**src/rtl/scv_pkg.sv**
```systemverilog
// Shared types and defaults for the ROM-init download path.
package scv_pkg;

    // Channel assignment of the ROM-init targets.
    typedef enum logic [1:0] {
        BOOT = 2'd0,
        CHR  = 2'd1,
        APU  = 2'd2,
        CART = 2'd3
    } rominit_ch_t;

    localparam int ROMINIT_AW_DEF = 25;

    // Per-channel byte size, element [0] is BOOT; CART spans the whole address space.
    localparam logic [3:0][ROMINIT_AW_DEF-1:0] ROMINIT_LIMIT_DEF = {
        25'h1FF_FFFF,   // CART
        25'd2048,       // APU
        25'd1024,       // CHR
        25'd4096        // BOOT
    };

    // Serializer states.
    typedef enum logic {
        UNPACK_IDLE = 1'b0,
        UNPACK_EMIT = 1'b1
    } unpack_state_t;

endpackage

```
**src/rtl/rominit_router_if.sv**
```systemverilog
// Download-side and ROM-init-side signals of the router.
interface rominit_router_if #(
    parameter int NCH = 4,
    parameter int AW  = 25,
    parameter int DW  = 16
);
    logic           DL_ACTIVE;
    logic [7:0]     DL_INDEX;
    logic [AW-1:0]  DL_ADDR;
    logic [DW-1:0]  DL_DATA;
    logic           DL_WR;
    logic           DL_WAIT;
    logic [NCH-1:0] ROMINIT_SEL;
    logic [AW-1:0]  ROMINIT_ADDR;
    logic [7:0]     ROMINIT_DATA;
    logic           ROMINIT_VALID;
    logic [NCH-1:0] CH_DONE;
    logic [NCH-1:0] CH_OVF;
    logic           PROTO_ERR;

    // Download source side.
    modport master (
        output DL_ACTIVE, DL_INDEX, DL_ADDR, DL_DATA, DL_WR,
        input  DL_WAIT, ROMINIT_SEL, ROMINIT_ADDR, ROMINIT_DATA, ROMINIT_VALID,
        input  CH_DONE, CH_OVF, PROTO_ERR
    );

    // Router side.
    modport slave (
        input  DL_ACTIVE, DL_INDEX, DL_ADDR, DL_DATA, DL_WR,
        output DL_WAIT, ROMINIT_SEL, ROMINIT_ADDR, ROMINIT_DATA, ROMINIT_VALID,
        output CH_DONE, CH_OVF, PROTO_ERR
    );
endinterface

```
**src/rtl/rominit_unpack.sv**
```systemverilog
// Word-to-byte serializer: latches a download word and emits it one byte per cycle.
module rominit_unpack
    import scv_pkg::*;
#(
    parameter int AW  = 25,
    parameter int BPW = 2,
    parameter int DW  = 8 * BPW
) (
    input  logic          CLK,
    input  logic          RESB,
    input  logic          wr,
    input  logic [DW-1:0] data,
    input  logic [AW-1:0] addr,
    output logic          accept,
    output logic          dl_wait,
    output logic          busy,
    output logic          busy_nxt,
    output logic [7:0]    byte_data,
    output logic [AW-1:0] byte_addr
);
    localparam int KW = (BPW > 1) ? $clog2(BPW) : 1;
    localparam logic [KW-1:0] K_LAST = KW'(BPW - 1);

    unpack_state_t state_q, state_nxt;
    logic [KW-1:0] k_q;
    logic [DW-1:0] word_q;
    logic [AW-1:0] addr_q;
    logic          last;

    // State register.
    always_ff @(posedge CLK or negedge RESB) begin
        if (!RESB) state_q <= UNPACK_IDLE;
        else       state_q <= state_nxt;
    end

    // Next state: a new word may be taken on the last byte, keeping BPW=1 gapless.
    always_comb begin
        state_nxt = state_q;
        case (state_q)
            UNPACK_IDLE: if (accept) state_nxt = UNPACK_EMIT;
            UNPACK_EMIT: if (last && !accept) state_nxt = UNPACK_IDLE;
            default:     state_nxt = UNPACK_IDLE;
        endcase
    end

    // Outputs: backpressure, accept strobe and the byte currently addressed by k.
    always_comb begin
        busy      = (state_q == UNPACK_EMIT);
        last      = (k_q == K_LAST);
        dl_wait   = busy && !last;
        accept    = wr && !dl_wait;
        busy_nxt  = (state_nxt == UNPACK_EMIT);
        byte_data = word_q[8*int'(k_q) +: 8];
        byte_addr = addr_q + AW'(k_q);
    end

    // Byte counter restarts on every accepted word.
    always_ff @(posedge CLK or negedge RESB) begin
        if (!RESB)                k_q <= '0;
        else if (accept)          k_q <= '0;
        else if (busy && !last)   k_q <= k_q + 1'b1;
    end

    // Word and base address capture; pure data, no reset needed.
    always_ff @(posedge CLK) begin
        if (accept) begin
            word_q <= data;
            addr_q <= addr;
        end
    end
endmodule

```
**src/rtl/rominit_router.sv**
```systemverilog
// Routes download words to one-hot ROM-init channels as a byte stream with limit and session tracking.
module rominit_router
    import scv_pkg::*;
#(
    parameter int NCH      = 4,
    parameter int AW       = 25,
    parameter int BPW      = 2,
    parameter int IDX_BASE = 0,
    parameter logic [NCH-1:0][AW-1:0] CH_LIMIT = ROMINIT_LIMIT_DEF
) (
    input logic CLK,
    input logic RESB,
    rominit_router_if.slave bus
);
    localparam int DW = 8 * BPW;
    localparam int CW = (NCH > 1) ? $clog2(NCH) : 1;

    int             idx_off;
    logic           idx_ok;
    logic [CW-1:0]  idx_ch;
    logic [NCH-1:0] idx_onehot;

    logic           accept, dl_wait, busy, busy_nxt;
    logic [7:0]     byte_data;
    logic [AW-1:0]  byte_addr;
    logic           byte_ovf, byte_vld;

    logic [CW-1:0]  wch_q;
    logic           wok_q;
    logic [NCH-1:0] sel_q;
    logic [AW-1:0]  addr_h;
    logic [7:0]     data_h;

    logic           act_q, pend_q, perr_q, sess_ok_q;
    logic [CW-1:0]  sess_ch_q;
    logic [NCH-1:0] done_q, ovf_q, done_nxt, ovf_nxt;
    logic           rise, fall, drain_req, drain_done;

    // Index decode of the current session target.
    always_comb begin
        idx_off    = int'(bus.DL_INDEX) - IDX_BASE;
        idx_ok     = (idx_off >= 0) && (idx_off < NCH);
        idx_ch     = CW'(idx_off);
        idx_onehot = idx_ok ? (NCH'(1) << idx_ch) : '0;
    end

    rominit_unpack #(.AW(AW), .BPW(BPW), .DW(DW)) u_unpack (
        .CLK       (CLK),
        .RESB      (RESB),
        .wr        (bus.DL_WR),
        .data      (bus.DL_DATA),
        .addr      (bus.DL_ADDR),
        .accept    (accept),
        .dl_wait   (dl_wait),
        .busy      (busy),
        .busy_nxt  (busy_nxt),
        .byte_data (byte_data),
        .byte_addr (byte_addr)
    );

    // Per-byte limit check against the channel captured with the word.
    always_comb begin
        byte_ovf = busy && wok_q && (byte_addr >= CH_LIMIT[wch_q]);
        byte_vld = busy && wok_q && !byte_ovf;
    end

    // Channel of the word in flight, captured together with the word.
    always_ff @(posedge CLK or negedge RESB) begin
        if (!RESB) begin
            wch_q <= '0;
            wok_q <= 1'b0;
        end else if (accept) begin
            wch_q <= idx_ch;
            wok_q <= idx_ok;
        end
    end

    // Select follows the active session and stays put while a word drains.
    always_ff @(posedge CLK or negedge RESB) begin
        if (!RESB)                         sel_q <= '0;
        else if (bus.DL_ACTIVE && idx_ok)  sel_q <= idx_onehot;
        else if (!busy_nxt)                sel_q <= '0;
    end

    // Last emitted byte, shown on ADDR/DATA while VALID is low.
    always_ff @(posedge CLK or negedge RESB) begin
        if (!RESB) begin
            addr_h <= '0;
            data_h <= '0;
        end else if (byte_vld) begin
            addr_h <= byte_addr;
            data_h <= byte_data;
        end
    end

    // Sticky flag updates: rise clears the addressed channel, drain after fall sets done.
    always_comb begin
        rise       = bus.DL_ACTIVE && !act_q;
        fall       = !bus.DL_ACTIVE && act_q;
        drain_req  = fall || pend_q;
        drain_done = drain_req && !busy;
        done_nxt   = done_q;
        ovf_nxt    = ovf_q;
        if (rise && idx_ok) begin
            done_nxt[idx_ch] = 1'b0;
            ovf_nxt[idx_ch]  = 1'b0;
        end
        if (byte_ovf)
            ovf_nxt[wch_q] = 1'b1;
        if (drain_done && sess_ok_q)
            done_nxt[sess_ch_q] = 1'b1;
    end

    // Session tracking and sticky flag registers.
    always_ff @(posedge CLK or negedge RESB) begin
        if (!RESB) begin
            act_q     <= 1'b0;
            pend_q    <= 1'b0;
            sess_ch_q <= '0;
            sess_ok_q <= 1'b0;
            done_q    <= '0;
            ovf_q     <= '0;
            perr_q    <= 1'b0;
        end else begin
            act_q <= bus.DL_ACTIVE;
            if (bus.DL_ACTIVE) begin
                sess_ch_q <= idx_ch;
                sess_ok_q <= idx_ok;
            end
            pend_q <= drain_req && busy && !rise;
            done_q <= done_nxt;
            ovf_q  <= ovf_nxt;
            perr_q <= perr_q | (bus.DL_WR & dl_wait);
        end
    end

    assign bus.DL_WAIT       = dl_wait;
    assign bus.ROMINIT_SEL   = sel_q;
    assign bus.ROMINIT_VALID = byte_vld;
    assign bus.ROMINIT_ADDR  = byte_vld ? byte_addr : addr_h;
    assign bus.ROMINIT_DATA  = byte_vld ? byte_data : data_h;
    assign bus.CH_DONE       = done_q;
    assign bus.CH_OVF        = ovf_q;
    assign bus.PROTO_ERR     = perr_q;
endmodule

```
**src/flat_wrapper.sv**
```systemverilog
// flat-port wrapper written by rule: the top's interface ports become plain ports
module rominit_router_flat import scv_pkg::*;
#(
    parameter int NCH      = 4,
    parameter int AW       = 25,
    parameter int BPW      = 2,
    parameter int IDX_BASE = 0,
    parameter logic [NCH-1:0][AW-1:0] CH_LIMIT = ROMINIT_LIMIT_DEF
)
  (CLK, RESB, bus_DL_ACTIVE, bus_DL_INDEX, bus_DL_ADDR, bus_DL_DATA, bus_DL_WR, bus_DL_WAIT, bus_ROMINIT_SEL, bus_ROMINIT_ADDR, bus_ROMINIT_DATA, bus_ROMINIT_VALID, bus_CH_DONE, bus_CH_OVF, bus_PROTO_ERR);
  rominit_router_if #(.NCH(NCH), .AW(AW), .DW(16)) bus_i ();
  input logic CLK;
  input logic RESB;
  input wire logic [$bits(bus_i.DL_ACTIVE)-1:0] bus_DL_ACTIVE;
  input wire logic [$bits(bus_i.DL_INDEX)-1:0] bus_DL_INDEX;
  input wire logic [$bits(bus_i.DL_ADDR)-1:0] bus_DL_ADDR;
  input wire logic [$bits(bus_i.DL_DATA)-1:0] bus_DL_DATA;
  input wire logic [$bits(bus_i.DL_WR)-1:0] bus_DL_WR;
  output wire logic [$bits(bus_i.DL_WAIT)-1:0] bus_DL_WAIT;
  output wire logic [$bits(bus_i.ROMINIT_SEL)-1:0] bus_ROMINIT_SEL;
  output wire logic [$bits(bus_i.ROMINIT_ADDR)-1:0] bus_ROMINIT_ADDR;
  output wire logic [$bits(bus_i.ROMINIT_DATA)-1:0] bus_ROMINIT_DATA;
  output wire logic [$bits(bus_i.ROMINIT_VALID)-1:0] bus_ROMINIT_VALID;
  output wire logic [$bits(bus_i.CH_DONE)-1:0] bus_CH_DONE;
  output wire logic [$bits(bus_i.CH_OVF)-1:0] bus_CH_OVF;
  output wire logic [$bits(bus_i.PROTO_ERR)-1:0] bus_PROTO_ERR;
  assign bus_i.DL_ACTIVE = bus_DL_ACTIVE;
  assign bus_i.DL_INDEX = bus_DL_INDEX;
  assign bus_i.DL_ADDR = bus_DL_ADDR;
  assign bus_i.DL_DATA = bus_DL_DATA;
  assign bus_i.DL_WR = bus_DL_WR;
  assign bus_DL_WAIT = bus_i.DL_WAIT;
  assign bus_ROMINIT_SEL = bus_i.ROMINIT_SEL;
  assign bus_ROMINIT_ADDR = bus_i.ROMINIT_ADDR;
  assign bus_ROMINIT_DATA = bus_i.ROMINIT_DATA;
  assign bus_ROMINIT_VALID = bus_i.ROMINIT_VALID;
  assign bus_CH_DONE = bus_i.CH_DONE;
  assign bus_CH_OVF = bus_i.CH_OVF;
  assign bus_PROTO_ERR = bus_i.PROTO_ERR;
  rominit_router #(.NCH(NCH), .AW(AW), .BPW(BPW), .IDX_BASE(IDX_BASE), .CH_LIMIT(CH_LIMIT)) u_core (.CLK(CLK), .RESB(RESB), .bus(bus_i));
endmodule
```
**config.mk**
```make
export PLATFORM = sky130hd
export DESIGN_NAME = rominit_router_flat
export DESIGN_NICKNAME = d
export VERILOG_FILES = /design/src/rtl/scv_pkg.sv /design/src/rtl/rominit_router_if.sv /design/src/rtl/rominit_unpack.sv /design/src/rtl/rominit_router.sv /design/src/flat_wrapper.sv
export SDC_FILE = /design/constraint.sdc
export NUM_CORES = 1
export LEC_CHECK = 0
export BUFFER_PORTS_ARGS = -buffer_cell sky130_fd_sc_hd__buf_2
export CORE_MARGIN = 1.5
export CORE_UTILIZATION = 35
export DETAILED_ROUTE_END_ITERATION = 6
export GPL_TIMING_DRIVEN = 0
export PLACE_DENSITY = 0.57
export SYNTH_ARGS = -nofsm -noshare
export SYNTH_HDL_FRONTEND = slang
export SYNTH_SLANG_ARGS = --single-unit
```
**constraint.sdc**
```tcl
create_clock -name CLK -period 8 [get_ports CLK]
set_input_delay 0.8 -clock CLK [delete_from_list [all_inputs] [get_ports CLK]]
set_output_delay 0.8 -clock CLK [all_outputs]
set_load 0.05 [all_outputs]
```
== Word-level counts from Yosys, hierarchy flattened ==
Index checks and enable logic that the tools add are counted.

* Bits in registers: 97
* Bits in latches: 0
* Bits in writable memories: 0
* Memory bits (read-only): 0
* Input port bits: 53
* Output and inout bits: 48
* Word-level logic and storage cells: 88
* Memories: 0

* Add/sub/neg operators: 2
* Multiply operators: 0
* Div/mod/pow operators: 0
* Magnitude comparators: 9
* Eq/ne operators: 1
* Shifts and indexed selects: 2
* Muxes and demuxes: 22
* Bitwise operators: 8
* Reductions and logical operators: 28

{| class="wikitable"
|+ Operators by type and width
! cell !! count
|-
| 25-bit binary-select mux with 2-bit select || 1
|-
| 25-bit 2-to-1 mux || 2
|-
| 4-bit 2-to-1 mux || 7
|-
| 25-bit by 1-bit adder with 25-bit output || 1
|-
| 25-bit greater-or-equal comparator || 1
|-
| 1-bit logical AND || 18
|-
| 16-bit by 5-bit indexed part select with 8-bit output || 1
|-
| 2-bit by 3-bit less-than comparator with 1-bit output, second input constant || 3
|-
| 4-bit bitwise AND || 2
|-
| 8-bit by 1-bit greater-or-equal comparator with 1-bit output, second input constant || 1
|-
| 1-bit zero test || 8
|-
| 8-bit by 3-bit less-than comparator with 1-bit output, second input constant || 1
|-
| 8-bit 2-to-1 mux || 1
|-
| 4-bit OR || 2
|-
| 1-bit 2-to-1 mux || 7
|-
| 1-bit demux with 2-bit select || 3
|-
| 2-bit by 1-bit greater-or-equal comparator with 1-bit output, second input constant || 3
|-
| 4-bit NOT || 1
|-
| 1-bit by 2-bit << shifter with 4-bit output, first input constant || 1
|-
| 2-bit != test, second input constant || 1
|-
| 1-bit one-hot mux with 2 select lines || 1
|-
| 2-bit nonzero test || 1
|-
| 1-bit adder, second input constant || 1
|-
| 1-bit bitwise AND || 1
|-
| other kinds (3) || 3
|}

== Depth between registers and ports, before layout ==
* Word-level depth: 10
* Depth in mapped cells: 17

== Cells and area by module ==
Synthesis repeated with hierarchy kept, for this count alone.

* Cell total of the unflattened synthesis: 343
* Area total of the unflattened synthesis: 4589.4 µm²

{| class="wikitable"
|+ Modules (own cells, without submodules)
! module !! instances !! cells an instance !! area each (µm²) !! seq. area each (µm²)
|-
| rominit_router || 1 || 215 || 2676.3 || 1351.3
|-
| rominit_unpack || 1 || 128 || 1913.1 || 1281.2
|}

== Worst setup path before layout ==
OpenSTA, ideal clock, no wires.

* Kind: register to output
* Start: reg u_core.u_unpack.k_q
* End: out bus_ROMINIT_ADDR[15]
* Data arrival time: 3287 ps
* Data required time: 7200 ps
* Slack: 3913 ps
* Stages on the path, launching flop included: 18
* Path buffers: 3
* Cell sequence: dfrtp_1 -> ha_1 -> ha_1 -> nand3_1 -> nor2_1 -> and3_1 -> buf_2 -> nand3_1 -> xnor2_1 -> ha_1 -> a211o_1 -> a21oi_1 -> a21oi_1 -> a31oi_1 -> and3_1 -> buf_6 -> buf_12 -> mux2_4

* Longest elaborated chain between the ends: 6

{| class="wikitable"
|+ RTL lines
! item !! line !! text
|-
| start: declaration || rominit_unpack.sv:25 || <nowiki>logic [KW-1:0] k_q;</nowiki>
|-
| start signal: assignment || rominit_unpack.sv:61 || <nowiki>else if (busy && !last) k_q <= k_q + 1'b1;</nowiki>
|-
| 25-bit by 1-bit adder with 25-bit output || rominit_unpack.sv:54 || <nowiki>byte_addr = addr_q + AW'(k_q);</nowiki>
|-
| 25-bit greater-or-equal comparator || rominit_router.sv:63 || <nowiki>byte_ovf = busy && wok_q && (byte_addr >= CH_LIMIT[wch_q]);</nowiki>
|-
| 1-bit logical AND || rominit_router.sv:63 ||
|-
| 1-bit zero test || rominit_router.sv:64 || <nowiki>byte_vld = busy && wok_q && !byte_ovf;</nowiki>
|-
| 1-bit logical AND || rominit_router.sv:64 ||
|-
| net bus_ROMINIT_VALID || flat_wrapper.sv:23 || <nowiki>output wire logic [$bits(bus_i.ROMINIT_VALID)-1:0] bus_ROMINIT_VALID;</nowiki>
|-
| 25-bit 2-to-1 mux || rominit_router.sv:140 || <nowiki>assign bus.ROMINIT_ADDR = byte_vld ? byte_addr : addr_h;</nowiki>
|-
| end: declaration || flat_wrapper.sv:21 || <nowiki>output wire logic [$bits(bus_i.ROMINIT_ADDR)-1:0] bus_ROMINIT_ADDR;</nowiki>
|}

The timed path passes the listed nets, and every way through them passes these cells.

== Worst setup path in the final report ==
* Start: reg u_core.u_unpack.k_q
* End: out bus_ROMINIT_ADDR[3]

* Longest elaborated chain between the ends: 6

{| class="wikitable"
|+ RTL lines
! item !! line
|-
| 25-bit by 1-bit adder with 25-bit output (*) || rominit_unpack.sv:54
|-
| 25-bit greater-or-equal comparator || rominit_router.sv:63
|-
| 1-bit logical AND || rominit_router.sv:63
|-
| 1-bit zero test || rominit_router.sv:64
|-
| 1-bit logical AND || rominit_router.sv:64
|-
| 25-bit 2-to-1 mux (*) || rominit_router.sv:140
|}

Every way passes the cells marked *; elsewhere a longest branch is shown, timed or not.

==> flow_summary.json <==
{
  "status": "complete, no violations",
  "yosysTopAreaCellShare_pct": 30.1,
  "grt_pass1_vias": 3097,
  "endpoint_kind": "primary output",
  "io_pins": 101,
  "clock_latency_ns": 0.34,
  "syn_to_final_growth_pct": 22.3,
  "rr_worst_depth": 17,
  "port_buffers": 100,
  "layout-drive-gt1-share_pct": 36.8,
  "postCtsHoldBufs": 0,
  "wl_met3_um": 482,
  "ir_drop_uv": 241,
  "yosysSeqAreaShare_pct": 56.6,
  "slew_headroom_pct": 50.4,
  "route.met2.wl_mm": 4.72,
  "hp-start": "u_core.bus.PROTO_ERR$_DFF_PN0_",
  "antenna_left": 0,
  "synth_enable_flop_cells": 41,
  "whs_endpoint": "u_core.bus.PROTO_ERR$_DFF_PN0_",
  "design_area_um2": 5690,
  "grt_max_degree": 57,
  "dieArea_um2": 14000,
  "ctsResizeCount": 0,
  "clk_pin_slew_ns": 0.07,
  "ys.warnings.count": 0,
  "holdWs_ns": 0.456,
  "antenna_found_initial": 0,
  "antennaDiodeCount": 0,
  "post-cts-setup-buffers": 0,
  "r2r-end": "u_core.addr_h[1]$_DFF_PN0_",
  "crit_path_frequent_cell": "ha_1",
  "worstSetupPathType": "flop to primary output",
  "core_area_um2": 12800,
  "drc_errors": 0,
  "syn-num-nets": 424,
  "rows": 41,
  "wl_mm": 9.58,
  "synth_top_cell_by_area": "dfrtp_1",
  "overflow": 0,
  "drtPass1Iterations": 4,
  "cts_max_path_buffers": 2,
  "syn-mean-instance-area_um2": 13.7,
  "crit_arrival_ns": 4.25,
  "ys_ff_latch": 97,
  "start_kind": "flop",
  "synth_area_leaders": "dfrtp_1 (30%), edfxtp_1 (26%), mux2_4 (9.4%)",
  "htreeDepth": 3,
  "cts-root-buf": "clkbuf_16",
  "fmax_mhz": 198,
  "cts_tree": "yes",
  "chipWidth_um": 118,
  "grt_pass1_wl_mm": 15.6,
  "wire_per_inst_um": 15.2,
  "slew_viol_final": 0,
  "syn-cell-area_um2": 4650,
  "setup_viol": 0,
  "cp_data_required_time_ns": 7.20,
  "reg2reg_slack_ns": 4.19,
  "numCtsBuffers": 9,
  "synth_ff_type": "dfrtp_1",
  "die_height_um": 118,
  "gp_congestion": 0.764,
  "p_per_area_nw_per_um2": 331,
  "place_area_um2": 5390,
  "top_layer": "met4",
  "finalHoldViolations": 0,
  "drtIter0Drc": 124,
  "r2r_start": "u_core.u_unpack.k_q$_DFFE_PN0P_",
  "ys_types": 36,
  "start_util_pct": 36.4,
  "vias": 3007,
  "crit_fanout": 10,
  "worst_slew_pin_slew_ns": 0.744,
  "syn_inst": 340,
  "maxCapViolCount": 0,
  "post-route-min-period_ns": 5.05,
  "hpwlAfterDp_mm": 7.01,
  "hold_depth": 1,
  "rsz0062_at_grt": "no",
  "wl_met1_mm": 4.25,
  "cpPeakStageDelay_ns": 0.36,
  "async_flop_share_pct": 57.7,
  "fin_crit_sh_pct": 63.2,
  "grt_usage_pct": 14.5,
  "p_leak_nw": 2.61,
  "fin_worst_skew_ns": 0.00592,
  "cts_sinks": 97,
  "nNetsFinal": 536,
  "fin_setup_tns_ns": 0,
  "min_path_type": "flop to flop",
  "post_drt_via_cell_ratio": 4.78,
  "crit_slowest_cell": "dfrtp_1",
  "crit_chain": "ha_1 > ha_1 > nand3_1 > nor2_1 > and3_1 > buf_2 > nand3_1 > xnor2_1 > ha_1 > a211o_1 > a21oi_1 > a21oi_1 > a31oi_1 > and3_1 > buf_6 > buf_12 > mux2_4 > buf_2"
}
power by group:
part	total (mW)	internal (mW)	switching (mW)	leakage, nW
Sequential	0.693	0.641	0.0510	1.14
Clock	0.434	0.245	0.189	0.146
Combinational	0.757	0.259	0.497	1.32
critical path, delay by kind of cell, from the launching register on:
family | cells | cell delay, ns
DFF | 1 | 0.36
xor gates and xnor gates | 1 | 0.24
muxes | 1 | 0.31
adders and majority gates | 3 | 0.66
buffers and inverters | 4 | 0.74
and+or+nand+nor | 5 | 0.92
AOI/OAI and AO/OA | 4 | 0.70
area by class of cell:
type	count	area [um^2]
sequential	97	2630
clock inverter	7	75.1
tap	172	215
inverter	10	37.5
fill	1175	7080
buffer	7	83.8
clock buffer	9	225
multi-input combinational	226	1900
timing repair buffer	101	523
logic make-up after synthesis:
| group | Yosys count | share of synthesized area (%) |
|---|---|---|
| flops | 97 | 56.6 |
| compound gates | 40 | 5.75 |
| xor+xnor | 23 | 4.33 |
| fa+ha+maj | 31 | 8.34 |
| mux | 41 | 12.3 |
| simple gates | 91 | 10.1 |
| buf+inv | 17 | 2.61 |
cells in the mapped netlist, types with 10 or more instances:
cell type,number
edfxtp_1,41
nand2_1,22
mux2_4,29
o21ai_0,12
nor2_1,13
nand3_1,23
mux2_2,12
ha_1,31
xnor2_1,15
inv_1,10
dfrtp_1,56
worst max path at each step:
| stage | to | start |
|---|---|---|
| final | bus_ROMINIT_ADDR[3] | u_core.u_unpack.k_q$_DFFE_PN0P_ |
| after global routing | bus_ROMINIT_ADDR[3] | u_core.u_unpack.k_q$_DFFE_PN0P_ |
| after CTS | bus_ROMINIT_ADDR[2] | u_core.u_unpack.k_q$_DFFE_PN0P_ |
| after detailed placement | bus_ROMINIT_ADDR[2] | u_core.u_unpack.k_q$_DFFE_PN0P_ |
| after global placement | bus_ROMINIT_ADDR[4] | u_core.u_unpack.k_q$_DFFE_PN0P_ |
| after floorplan | bus_ROMINIT_ADDR[15] | u_core.u_unpack.k_q$_DFFE_PN0P_ |
cell usage in the layout, fill, tap and decap left out, drive strengths merged:
| master | count |
|---|---|
| buf | 106 |
| clkinvlp | 1 |
| nor2b | 2 |
| edfxtp | 41 |
| ha | 31 |
| nor2 | 13 |
| nand2 | 22 |
| a21o | 5 |
| clkinv | 2 |
| xnor2 | 15 |
| bufinv | 1 |
| xor2 | 8 |
| o31ai | 1 |
| dfrtp | 56 |
| a21oi | 8 |
| inv | 13 |
| a31oi | 3 |
| a211oi | 1 |
| or3 | 2 |
| and4 | 2 |
| and2 | 3 |
| nand3 | 23 |
| o21ai | 12 |
| or2 | 1 |
| clkbuf | 11 |
| mux2 | 41 |
| nand4 | 8 |
| nor4 | 1 |
| and3 | 5 |
| o21a | 1 |
| a211o | 1 |
| nand2b | 4 |
| nor3 | 5 |
| a32o | 8 |
metrics by stage:
stage / total power, mW / std cells / utilization, % / setup slack (ns)
finish: 1.88 / 629 / 44.6 / 2.95
global route: 2.00 / 629 / 44.6 / 2.56
CTS: 1.92 / 629 / 44.5 / 2.84
detailed placement: 1.47 / 613 / 42.2 / 3.31
global placement: 1.44 / 612 / 42.0 / 3.33
floorplan: 1.28 / 340 / - / 3.91
flip-flops by register name, indices dropped and copies added, names as in the netlist:
register and flops:
u_core.act_q 1, u_core.bus.CH_DONE 4, u_core.u_unpack.busy 1, u_core.pend_q 1
u_core.wch_q 2, u_core.bus.PROTO_ERR 1, u_core.u_unpack.addr_q 25, u_core.data_h 8
u_core.sess_ch_q 2, u_core.u_unpack.word_q 16, u_core.bus.CH_OVF 4, u_core.bus.ROMINIT_SEL 4
u_core.u_unpack.k_q 1, u_core.sess_ok_q 1, u_core.addr_h 25, u_core.wok_q 1
per-layer routing:
metal	vias up	global-route usage (%)
met2	59	24.6
li1	1474	-
met4	0	4.34
met3	6	5.36
met1	1468	17.2
met5	-	0
Note: power is estimated with default switching activity, not from simulation.
